## src/rtl/stall_credit_ctrl.sv

```systemverilog
// stall_credit_ctrl: credit-based dispatch hazard controller with registered throttling and flush recovery; STALL_CREDIT_PERF_EN adds per-cause stall counters
module stall_credit_ctrl #(
    parameter int NUM_CH = 5,
    parameter int CNT_W = 5,
    parameter logic [NUM_CH*CNT_W-1:0] CH_DEPTH = {5'd8, 5'd4, 5'd4, 5'd8, 5'd8},
    parameter int ROB_SIZE = 16,
    parameter int LSQ_SIZE = 16,
    parameter int WATERMARK = 1,
    parameter int FLUSH_CYCLES = 3,
    localparam int CH_W = $clog2(NUM_CH),
    localparam int ROB_W = $clog2(ROB_SIZE + 1),
    localparam int LSQ_W = $clog2(LSQ_SIZE + 1)
) (
    input  logic                     clk,
    input  logic                     rst_n,
    input  logic                     flush,
    input  logic                     disp_valid,
    input  logic [CH_W-1:0]          disp_ch,
    input  logic                     disp_is_mem,
    output logic                     disp_ready,
    input  logic [NUM_CH-1:0]        rs_release,
    input  logic                     rob_commit,
    input  logic                     lsq_release,
    output logic [NUM_CH*CNT_W-1:0]  ch_credit,
    output logic                     stall_dispatch,
    output logic                     stall_decode,
    output logic                     stall_fetch,
    output logic [NUM_CH+1:0]        stall_cause,
    output logic                     credit_err,
    output logic [(NUM_CH+2)*16-1:0] perf_stall_cnt
);
    typedef enum logic {RUN, RECOVER} state_t;
    state_t state, state_nxt;
    logic [1:0] rcnt, rcnt_nxt;
    logic [CNT_W-1:0] credit [NUM_CH];
    logic [CNT_W-1:0] credit_nxt [NUM_CH];
    logic [ROB_W-1:0] rob_free, rob_nxt;
    logic [LSQ_W-1:0] lsq_free, lsq_nxt;
    logic [NUM_CH-1:0] take_ch, give_ch, full_ch;
    logic [NUM_CH+1:0] cause_nxt;
    logic sel_empty, fire, live, err_nxt;
    logic rob_give, rob_full, lsq_take, lsq_give, lsq_full;

    for (genvar i = 0; i < NUM_CH; i++) begin : g_ch
        assign take_ch[i] = fire && disp_ch == CH_W'(i);
        assign give_ch[i] = live && rs_release[i];
        assign full_ch[i] = credit[i] == CH_DEPTH[i*CNT_W +: CNT_W];
        assign ch_credit[i*CNT_W +: CNT_W] = credit[i];
    end

    assign rob_give = live && rob_commit;
    assign rob_full = rob_free == ROB_W'(ROB_SIZE);
    assign lsq_take = fire && disp_is_mem;
    assign lsq_give = live && lsq_release;
    assign lsq_full = lsq_free == LSQ_W'(LSQ_SIZE);

    // Accept a request only in RUN with room in the target channel, the ROB and (if needed) the LSQ
    always_comb begin
        sel_empty = 1'b1;
        for (int k = 0; k < NUM_CH; k++)
            if (disp_ch == CH_W'(k)) sel_empty = credit[k] == '0;
        disp_ready = state == RUN && !flush && !sel_empty && rob_free != '0 && (!disp_is_mem || lsq_free != '0);
        fire = disp_valid && disp_ready;
        stall_dispatch = disp_valid && !disp_ready;
        live = state == RUN && !flush;
    end

    // Next free counts: reload on flush, else net of dispatch and release, holding at the top on a spurious release
    always_comb begin
        err_nxt = credit_err;
        cause_nxt = '0;
        for (int k = 0; k < NUM_CH; k++) begin
            credit_nxt[k] = flush ? CH_DEPTH[k*CNT_W +: CNT_W]
                          : take_ch[k] && !give_ch[k] ? credit[k] - CNT_W'(1)
                          : give_ch[k] && !take_ch[k] && !full_ch[k] ? credit[k] + CNT_W'(1) : credit[k];
            err_nxt = err_nxt | (give_ch[k] && !take_ch[k] && full_ch[k]);
            cause_nxt[k] = credit_nxt[k] <= CNT_W'(WATERMARK);
        end
        rob_nxt = flush ? ROB_W'(ROB_SIZE)
                : fire && !rob_give ? rob_free - ROB_W'(1)
                : rob_give && !fire && !rob_full ? rob_free + ROB_W'(1) : rob_free;
        lsq_nxt = flush ? LSQ_W'(LSQ_SIZE)
                : lsq_take && !lsq_give ? lsq_free - LSQ_W'(1)
                : lsq_give && !lsq_take && !lsq_full ? lsq_free + LSQ_W'(1) : lsq_free;
        err_nxt = err_nxt | (rob_give && !fire && rob_full) | (lsq_give && !lsq_take && lsq_full);
        cause_nxt[NUM_CH] = rob_nxt <= ROB_W'(WATERMARK);
        cause_nxt[NUM_CH+1] = lsq_nxt <= LSQ_W'(WATERMARK);
    end

    // Recovery sequencer: flush (re)arms the countdown, reaching zero returns to RUN
    always_comb begin
        state_nxt = state;
        rcnt_nxt = rcnt;
        if (flush) begin
            state_nxt = RECOVER;
            rcnt_nxt = 2'(FLUSH_CYCLES - 1);
        end else if (state == RECOVER) begin
            state_nxt = rcnt == 2'd0 ? RUN : RECOVER;
            rcnt_nxt = rcnt == 2'd0 ? rcnt : rcnt - 2'd1;
        end
    end

    // Counters, FSM and the registered throttle pipeline (decode then fetch)
    always_ff @(posedge clk or negedge rst_n) begin
        if (!rst_n) begin
            state <= RUN;
            rcnt <= '0;
            rob_free <= ROB_W'(ROB_SIZE);
            lsq_free <= LSQ_W'(LSQ_SIZE);
            for (int k = 0; k < NUM_CH; k++) credit[k] <= CH_DEPTH[k*CNT_W +: CNT_W];
            stall_cause <= '0;
            stall_decode <= 1'b0;
            stall_fetch <= 1'b0;
            credit_err <= 1'b0;
        end else begin
            state <= state_nxt;
            rcnt <= rcnt_nxt;
            rob_free <= rob_nxt;
            lsq_free <= lsq_nxt;
            for (int k = 0; k < NUM_CH; k++) credit[k] <= credit_nxt[k];
            stall_cause <= cause_nxt;
            stall_decode <= |cause_nxt || state_nxt == RECOVER;
            stall_fetch <= stall_decode;
            credit_err <= err_nxt;
        end
    end

`ifdef STALL_CREDIT_PERF_EN
    logic [NUM_CH+1:0] blk;
    for (genvar i = 0; i < NUM_CH; i++) begin : g_blk
        assign blk[i] = disp_ch == CH_W'(i) && credit[i] == '0;
    end
    assign blk[NUM_CH] = rob_free == '0;
    assign blk[NUM_CH+1] = disp_is_mem && lsq_free == '0;
    for (genvar i = 0; i < NUM_CH + 2; i++) begin : g_perf
        logic [15:0] cnt;
        // Saturating count of cycles this cause blocked a dispatch
        always_ff @(posedge clk or negedge rst_n) begin
            if (!rst_n) cnt <= '0;
            else if (stall_dispatch && blk[i] && cnt != 16'hFFFF) cnt <= cnt + 16'd1;
        end
        assign perf_stall_cnt[i*16 +: 16] = cnt;
    end
`else
    assign perf_stall_cnt = '0;
`endif
endmodule

```

## config.mk

```make
export PLATFORM = sky130hd
export DESIGN_NAME = stall_credit_ctrl
export DESIGN_NICKNAME = d
export VERILOG_FILES = /design/src/rtl/stall_credit_ctrl.sv
export SDC_FILE = /design/constraint.sdc
export NUM_CORES = 1
export LEC_CHECK = 0
export CAP_MARGIN = 40
export CORE_AREA = 2 2 82 116
export CTS_CLUSTER_DIAMETER = 30
export DETAILED_ROUTE_END_ITERATION = 8
export DIE_AREA = 0 0 84 118
export PLACE_DENSITY_LB_ADDON = 0.1
export SYNTH_ARGS = -nofsm -noshare
export SYNTH_HDL_FRONTEND = slang
export SYNTH_SLANG_ARGS = --single-unit
```

## constraint.sdc

```tcl
create_clock -name clk -period 6.62 [get_ports clk]
set_input_delay 1.655 -clock clk [delete_from_list [all_inputs] [get_ports clk]]
set_output_delay 1.655 -clock clk [all_outputs]
set_load 0.005 [all_outputs]
```

Word-level counts from Yosys, hierarchy flattened
Cells that the tools add are included.

word-level totals
  word-level logic and storage cells = 173
  output and inout bits = 149
  bits in registers = 48

cells by class
  equal/unequal tests = 12
  bitwise logic cells = 8
  add/sub/neg operators = 15
  order comparisons = 7
  reductions and logical operators = 86
  mux-type cells = 32

operators by type and width
  operator                                                        number
  2-to-1 mux 5 bit                                                21
  logical AND 1 bit                                               47
  adder 5 x 1 -> 5 bit, second input constant                     7
  less-or-equal comparator 5 x 1 -> 1 bit, second input constant  7
  subtractor 5 x 1 -> 5 bit, second input constant                7
  zero test 1 bit                                                 25
  zero test 5 bit                                                 5
  equality test 5 x 4 -> 1 bit, second input constant             3
  equality test 5 x 3 -> 1 bit, second input constant             2
  equality test 5 bit, second input constant                      2
  nonzero test 5 bit                                              2
  2-to-1 mux 1 bit                                                8
  bitwise OR 1 bit                                                7
  OR reduction 7 bit                                              1
  equality test 3 x 2 -> 1 bit, second input constant             2
  2-to-1 mux 2 bit                                                3
  equality test 3 x 1 -> 1 bit, second input constant             1
  equality test 3 bit, second input constant                      1
  zero test 3 bit                                                 1
  zero test 2 bit                                                 1
  logical OR 1 bit                                                2
  != test 2 bit, second input constant                            1
  AND reduction 2 bit                                             1
  nonzero test 2 bit                                              1
  2 further kinds                                                 2

Logic depth before layout (Yosys ltp)
Gate-level depths: netlist of run 1.

  depth after elaboration = 22
  mapped depth = 12

Worst setup path before layout of run 1
No wires, ideal clock.

  kind = input to register
  start point = input flush
  end point = register stall_decode
  arrival = 4.068 ns
  path buffers = 1
  data required time = 6.481 ns
  setup slack = 2.413 ns
  cell stages on the path = 10
  path through = buf_2 > nor2_1 > nand2b_1 > nor2_1 > o211ai_1 > or4_1 > o21a_1 > xnor2_1 > nor4_1 > or4_1

on the way
  word-level cells in the longest chain between the ends = 16
  elaborated cells on any way between the ends = 85
  classes of those cells = 7 x order compare; 22 x mux; 56 x reduce/logical

ends and longest elaborated chain
  item                                         RTL line  RTL
  start: declaration                           16        input logic flush,
  zero test 1 bit                              62, 65
  logical AND 1 bit                            62, 65
  logical AND 1 bit (3 in a row)               62        disp_ready = state == RUN && !flush && !sel_empty && rob_free != '0 && (!disp_is_mem || lsq_free != '0);
  logical AND 1 bit                            63        fire = disp_valid && disp_ready;
  logical AND 1 bit                            45        assign take_ch[i] = fire && disp_ch == CH_W'(i);
  zero test 1 bit                              75        : give_ch[k] && !take_ch[k] && !full_ch[k] ? credit[k] + CNT_W'(1) : credit[k];
  logical AND 1 bit (2 in a row)               75
  2-to-1 mux 5 bit                             75
  2-to-1 mux 5 bit                             74        : take_ch[k] && !give_ch[k] ? credit[k] - CNT_W'(1)
  2-to-1 mux 5 bit (*)                         73        credit_nxt[k] = flush ? CH_DEPTH[k*CNT_W +: CNT_W]
  less-or-equal comparator 5 x 1 -> 1 bit (*)  77        cause_nxt[k] = credit_nxt[k] <= CNT_W'(WATERMARK);
  named net cause_nxt[2]                       40        logic [NUM_CH+1:0] cause_nxt;
  OR reduction 7 bit (*)                       122       stall_decode <= |cause_nxt || state_nxt == RECOVER;
  logical OR 1 bit (*)                         122
  end signal: assignment                       112       stall_decode <= 1'b0;
  end signal: assignment                       122
  end: declaration                             26        output logic stall_decode,

The timed path passes the listed nets; every way through them passes the cells marked *.
A chain may end at the register's enable or synchronous reset.

Worst setup path in the final report of run 1
  start point = input disp_ch[0]
  end point = output stall_dispatch

on the way
  word-level cells in the longest chain between the ends = 12
  elaborated cells on any way between the ends = 16
  classes of those cells = 4 x eq/ne; 5 x mux; 7 x reduce/logical

ends and longest elaborated chain
  item                                RTL line  RTL
  start: declaration                  18        input logic [CH_W-1:0] disp_ch,
  zero test 3 bit                     61        if (disp_ch == CH_W'(k)) sel_empty = credit[k] == '0;
  2-to-1 mux 1 bit (4 in a row)       61
  2-to-1 mux 1 bit (*)                61
  zero test 1 bit (*)                 62
  logical AND 1 bit (*) (3 in a row)  62
  zero test 1 bit (*)                 64        stall_dispatch = disp_valid && !disp_ready;
  logical AND 1 bit (*)               64
  end: declaration                    25        output logic stall_dispatch,

Mark *: on every way between the ends. The rest lies on a longest branch, timed or not.

==> impl_metrics.json, run 1 <==
{
  "finalHoldViolCount": 0,
  "vias": 3286,
  "fp.dieW_um": 84,
  "critPathKind": "input port to output port",
  "cp_max_fo": 7,
  "holdPathEnd": "stall_fetch",
  "dp_hpwl_um": 7230,
  "die_h_um": 118,
  "yosys_warnings": 0,
  "drive_gt1_share_pct": 5.70,
  "detail-route-antenna-nets": 0,
  "synth_top_area_cell": "dfrtp_1",
  "irDropWorstVdd_mv": 0.0931,
  "gp_congestion": 0.911,
  "drtPass1Iterations": 4,
  "synth_top_area_share_pct": 24.5,
  "min_period_over_period_pct": 79.8,
  "row_count": 41,
  "finalSetupViolCount": 0,
  "hold_class": "register to register",
  "antenna_found_initial": 0,
  "synth_commonest_cells": "112 x buf_4, 44 x nor2_1, 41 x dfrtp_1",
  "insertion_delay_ps": 290,
  "io_pins": 164,
  "syn_inst": 491,
  "synth.avg_cell_area_um2": 8.51,
  "cts_max_level": 2,
  "power.total_mw": 0.886,
  "numCtsBuffers": 5,
  "fin_nets": 578,
  "critPathRequiredTime_ps": 4970,
  "cap_viol_max_count": 0,
  "via_per_inst": 5.05,
  "clock_skew_ps": 9.58,
  "startpoint": "disp_ch[0]",
  "synth_area_um2": 4180,
  "syn_to_final_growth_pct": 9.07,
  "grt_max_degree": 49,
  "synth_most_common_cell": "buf_4",
  "grt_first_pass_wirelength_um": 15000,
  "crit_path_start_kind": "input port",
  "diodes": 0,
  "worstMarginPinSlew_ps": 726,
  "drt_iter0_markers": 133,
  "die-area_um2": 9910,
  "port_buffers": 51,
  "ys_seq_elements": 48,
  "fin_tns_setup_ps": 0,
  "core_area_um2": 8870,
  "synthTopCellsByArea": "dfrtp_1 25%, buf_4 20%, ha_1 6.0%",
  "initial_core_util_pct": 47.1,
  "overflow": 0,
  "max_slew_margin_pct": 51.4,
  "fmax_mhz": 189,
  "grt_pass1_vias": 3147,
  "yosysSeqAreaShare_pct": 28.9,
  "fillers": 848,
  "netlist-cell-type-count": 66,
  "r2r_slack_ps": 2930,
  "worstHoldStart": "stall_decode",
  "track_usage_pct": 18.6,
  "synth_flop_cell": "dfrtp_1",
  "arrival_ps": 3630,
  "clockBufferDepth": 2,
  "holdPathStages": 0,
  "tritoncts": "built",
  "rr_worst_depth": 11,
  "path_clk_slew_ps": 70,
  "hold_buffers": 0,
  "synth-async-reset-ratio_pct": 100,
  "clockRootBuffer": "clkbuf_16",
  "status": "complete, no violations",
  "ctsResizeCount": 0,
  "p_leak_nw": 2.20,
  "post_cts_buffers": 0,
  "synth_edf_count": 0,
  "drc": 0,
  "r2r_start": "ch_credit[10]",
  "min_period_ps": 5290,
  "r2r_end": "stall_decode",
  "rsz0062_at_grt": "no",
  "cts.sinks": 48,
  "finalWirelength_um": 9210,
  "cp-end-kind": "output port",
  "p_per_area_nw_per_um2": 194,
  "wire_per_inst_um": 14.1,
  "maxSlewViolCount": 0
}
power by group:
group	total [mW]	internal (mW)	switching [mW]
clock network	0.301	0.189	0.111
registers	0.345	0.318	0.0269
logic	0.241	0.102	0.139
total	0.886	0.609	0.277
cell families (layout without fill, tap and decap cells):
kind of cell / Yosys count / in the layout / synth area share [%]
AO/OA/AOI/OAI: 68 / 68 / 11.8
XOR/XNOR: 20 / 20 / 4.19
adder cells (fa/ha/maj): 20 / 20 / 5.99
buffers and inverters: 146 / 88 / 23.4
flip-flops: 48 / 48 / 28.9
multiplexers: 15 / 15 / 3.59
other: 1 / 112 / 0.0897
AND/OR/NAND/NOR: 173 / 173 / 22.0
cell type report:
cell class | instances | area (um^2) | area share [%]
Inverter | 25 | 93.8 | 2.06
Clock buffer | 6 | 139 | 3.05
Multi-Input combinational cell | 408 | 2410 | 52.8
Tap cell | 107 | 134 | 2.94
Timing Repair Buffer | 55 | 536 | 11.7
Clock inverter | 2 | 38.8 | 0.851
Sequential cell | 48 | 1210 | 26.5
worst max-delay path: stages:
cell and delay (ps):
clkdlybuf4s50_1 540, nor3b_1 350, nand2_1 190, o211ai_1 140, a21oi_1 100, nor2b_1 140
clkdlybuf4s50_1 510
how the worst max path moves through the flow:
stage,endpoint,slack [ps],depth (start not counted)
floorplan,stall_decode,2410,10
global placement,stall_dispatch,1390,7
detailed placement,disp_ready,1370,6
CTS,stall_dispatch,1350,7
global route,stall_dispatch,1150,7
finish,stall_dispatch,1330,7
registers in the layout, indices dropped and copies added (netlist names):
name / cells
ch_credit: 25
stall_cause: 7
lsq_free: 5
rob_free: 5
rcnt: 2
credit_err: 1
stall_decode: 1
stall_fetch: 1
state: 1
through the flow:
stage	worst slack, ps	cells	cell area (um^2)	hold WS [ps]	util [%]
2_1_floorplan	2410	602	4600	376	-
3_3_place_gp	1390	643	4380	422	49.4
3_5_place_dp	1370	643	4380	420	49.4
4_1_cts	1350	651	4560	443	51.4
5_1_grt	1150	651	4560	437	51.4
6_report	1330	651	4560	436	51.4
layer usage:
| metal | track usage [%] | vias to the layer above | part of all wire [%] |
|---|---|---|---|
| met4 | 8.17 | 0 | 2.7 |
| met1 | 21.5 | 1545 | 38 |
| met2 | 33.5 | 144 | 53 |
| li1 | - | 1575 | - |
| met3 | 2.88 | 22 | 6.0 |
| met5 | 0 | - | 0 |
cells in the final DEF (no fill, tap or decap), types with 3 or more instances in the layout:
master           instances
buf_4                    4
or4_1                    5
and2_1                  11
xor2_1                   5
and3_1                   6
nand2_1                 33
nor4_1                   4
a22oi_1                  3
nor3b_1                  3
nand4_1                  8
xnor2_1                 15
inv_1                   25
conb_1                 112
nand3_1                 21
mux2i_1                 15
ha_1                    20
nand2b_1                 7
a31oi_1                  6
o21ai_1                  3
dfrtp_1                 41
dfstp_2                  7
nor4b_1                  3
nor3_1                   9
nor2_1                  44
o22ai_1                  3
a21oi_1                 13
o21ai_0                  6
clkbuf_16                5
o21a_1                   5
o211ai_1                 5
clkdlybuf4s50_1         50
Power figures use the tool's default switching activity.
==> run 2: changes to the inputs <==
CORE_AREA = 2 2 89 125   (was 2 2 82 116)
DIE_AREA = 0 0 91 127   (was 0 0 84 118)
clock period = 4.83 ns   (was 6.62 ns; I/O delays follow)
==> impl_metrics.json, run 2 (synthesized netlist as in run 1, its figures left out) <==
{
  "row_count": 44,
  "tritoncts": "built",
  "ctsResizeCount": 0,
  "drc": 0,
  "numCtsBuffers": 5,
  "stdcell_count": 686,
  "worstMarginPinSlew_ps": 822,
  "largest_reg_flops": 25,
  "insertion_delay_ps": 290,
  "drtPass1Iterations": 4,
  "drive_gt1_share_pct": 6.02,
  "finalWirelength_um": 9800,
  "hold_buffers": 0,
  "critPathRequiredTime_ps": 3620,
  "fmax_mhz": 226,
  "max_slew_margin_pct": 45.1,
  "gp_congestion": 0.912,
  "grt.busiest_layer": "met2",
  "holdPathEnd": "stall_fetch",
  "overflow": 0,
  "finalSetupViolCount": 0,
  "core_area_um2": 10300,
  "antenna_found_initial": 0,
  "fillers": 1061,
  "placed_cells": 678,
  "min_period_over_period_pct": 91.4,
  "irDropWorstVdd_mv": 0.160,
  "whs_ps": 436,
  "clock_skew_ps": 6.79,
  "holdPathStages": 0,
  "rsz0062_at_grt": "no",
  "vias": 3263,
  "die-area_um2": 11600,
  "clockBufferDepth": 2,
  "die_h_um": 127,
  "drt_iter0_markers": 179,
  "r2r_slack_ps": 1120,
  "pre_cts_ws_ps": 248,
  "fin_tns_setup_ps": 0,
  "dp_hpwl_um": 7590,
  "final_cell_mix": "112 x conb_1, 50 x clkdlybuf4s50_1, 44 x nor2_1",
  "r2r_end": "stall_decode",
  "path_clk_slew_ps": 70,
  "cp_max_fo": 7,
  "diodes": 0,
  "met2_usage_pct": 29.8,
  "cp-end-kind": "output port",
  "p_per_area_nw_per_um2": 261,
  "cts.sinks": 48,
  "worstHoldStart": "stall_decode",
  "maxSlewViolCount": 0,
  "port_buffers": 51,
  "rr_worst_depth": 10,
  "finalHoldViolCount": 0,
  "track_usage_pct": 16.6,
  "setup_ws_ps": 415,
  "wire_per_inst_um": 14.3,
  "detail-route-antenna-nets": 0,
  "arrival_ps": 3210,
  "cts_max_level": 2,
  "p_leak_nw": 2.21,
  "layout_commonest_cell": "conb_1",
  "cap_viol_max_count": 0,
  "post_cts_buffers": 0,
  "initial_core_util_pct": 40.4,
  "via_per_inst": 4.76,
  "hold_class": "register to register",
  "crit_path_start_kind": "input port",
  "min_period_ps": 4420,
  "grt_first_pass_wirelength_um": 15200,
  "fp.dieW_um": 91,
  "clockRootBuffer": "clkbuf_16",
  "r2r_start": "rob_free[1]",
  "critPathKind": "input port to output port",
  "grt_util_met3_pct": 2.77,
  "io_pins": 164,
  "use_met1_pct": 19.7,
  "fin_nets": 582,
  "syn_to_final_growth_pct": 10.4,
  "status": "complete, no violations",
  "grt_pass1_vias": 3028,
  "grt_max_degree": 49
}
## run 2: critical path, stage by stage
cell,delay [ps]
clkdlybuf4s50_1,540
nor3b_1,370
nand2_1,200
o211ai_1,140
a21oi_1,100
nor2b_1,140
clkdlybuf4s50_1,510
## run 2: how the worst max path moves through the flow
stage                           from             end  cells after the start
after global placement    disp_ch[0]    stall_decode                     10
final                     disp_ch[0]  stall_dispatch                      7
after global routing      disp_ch[0]  stall_dispatch                      7
after detailed placement  disp_ch[0]    stall_decode                     10
after floorplan                flush    stall_decode                     10
after CTS                 disp_ch[0]  stall_dispatch                      7
## run 2: area by class of cell
| type | count | area (um^2) | share of cell area, % |
|---|---|---|---|
| inverter | 25 | 93.8 | 2.03 |
| sequential | 48 | 1210 | 26.2 |
| timing repair buffer | 59 | 566 | 12.3 |
| multi-input combinational | 408 | 2410 | 52.2 |
| clock inverter | 1 | 30.0 | 0.651 |
| clock buffer | 7 | 133 | 2.87 |
| tap | 138 | 173 | 3.74 |
## run 2: metrics by stage
stage	util, %	instance area [um^2]	power, mW
after global placement	43.0	4450	0.809
final	44.6	4610	1.20
after detailed placement	43.0	4450	0.810
after global routing	44.6	4610	1.28
after floorplan	-	4600	0.752
after CTS	44.6	4610	1.21
## run 2: report_power, final
| part | internal, mW | switching (mW) | total [mW] | leakage, nW |
|---|---|---|---|---|
| combinational | 0.142 | 0.193 | 0.336 | 1.51 |
| clock | 0.245 | 0.151 | 0.396 | 0.0781 |
| sequential | 0.435 | 0.0369 | 0.472 | 0.622 |
## run 2: layer usage
layer,vias up,wire length (um)
met5,-,0
met4,0,214
met3,13,635
met2,137,4970
met1,1539,3990
li1,1574,-
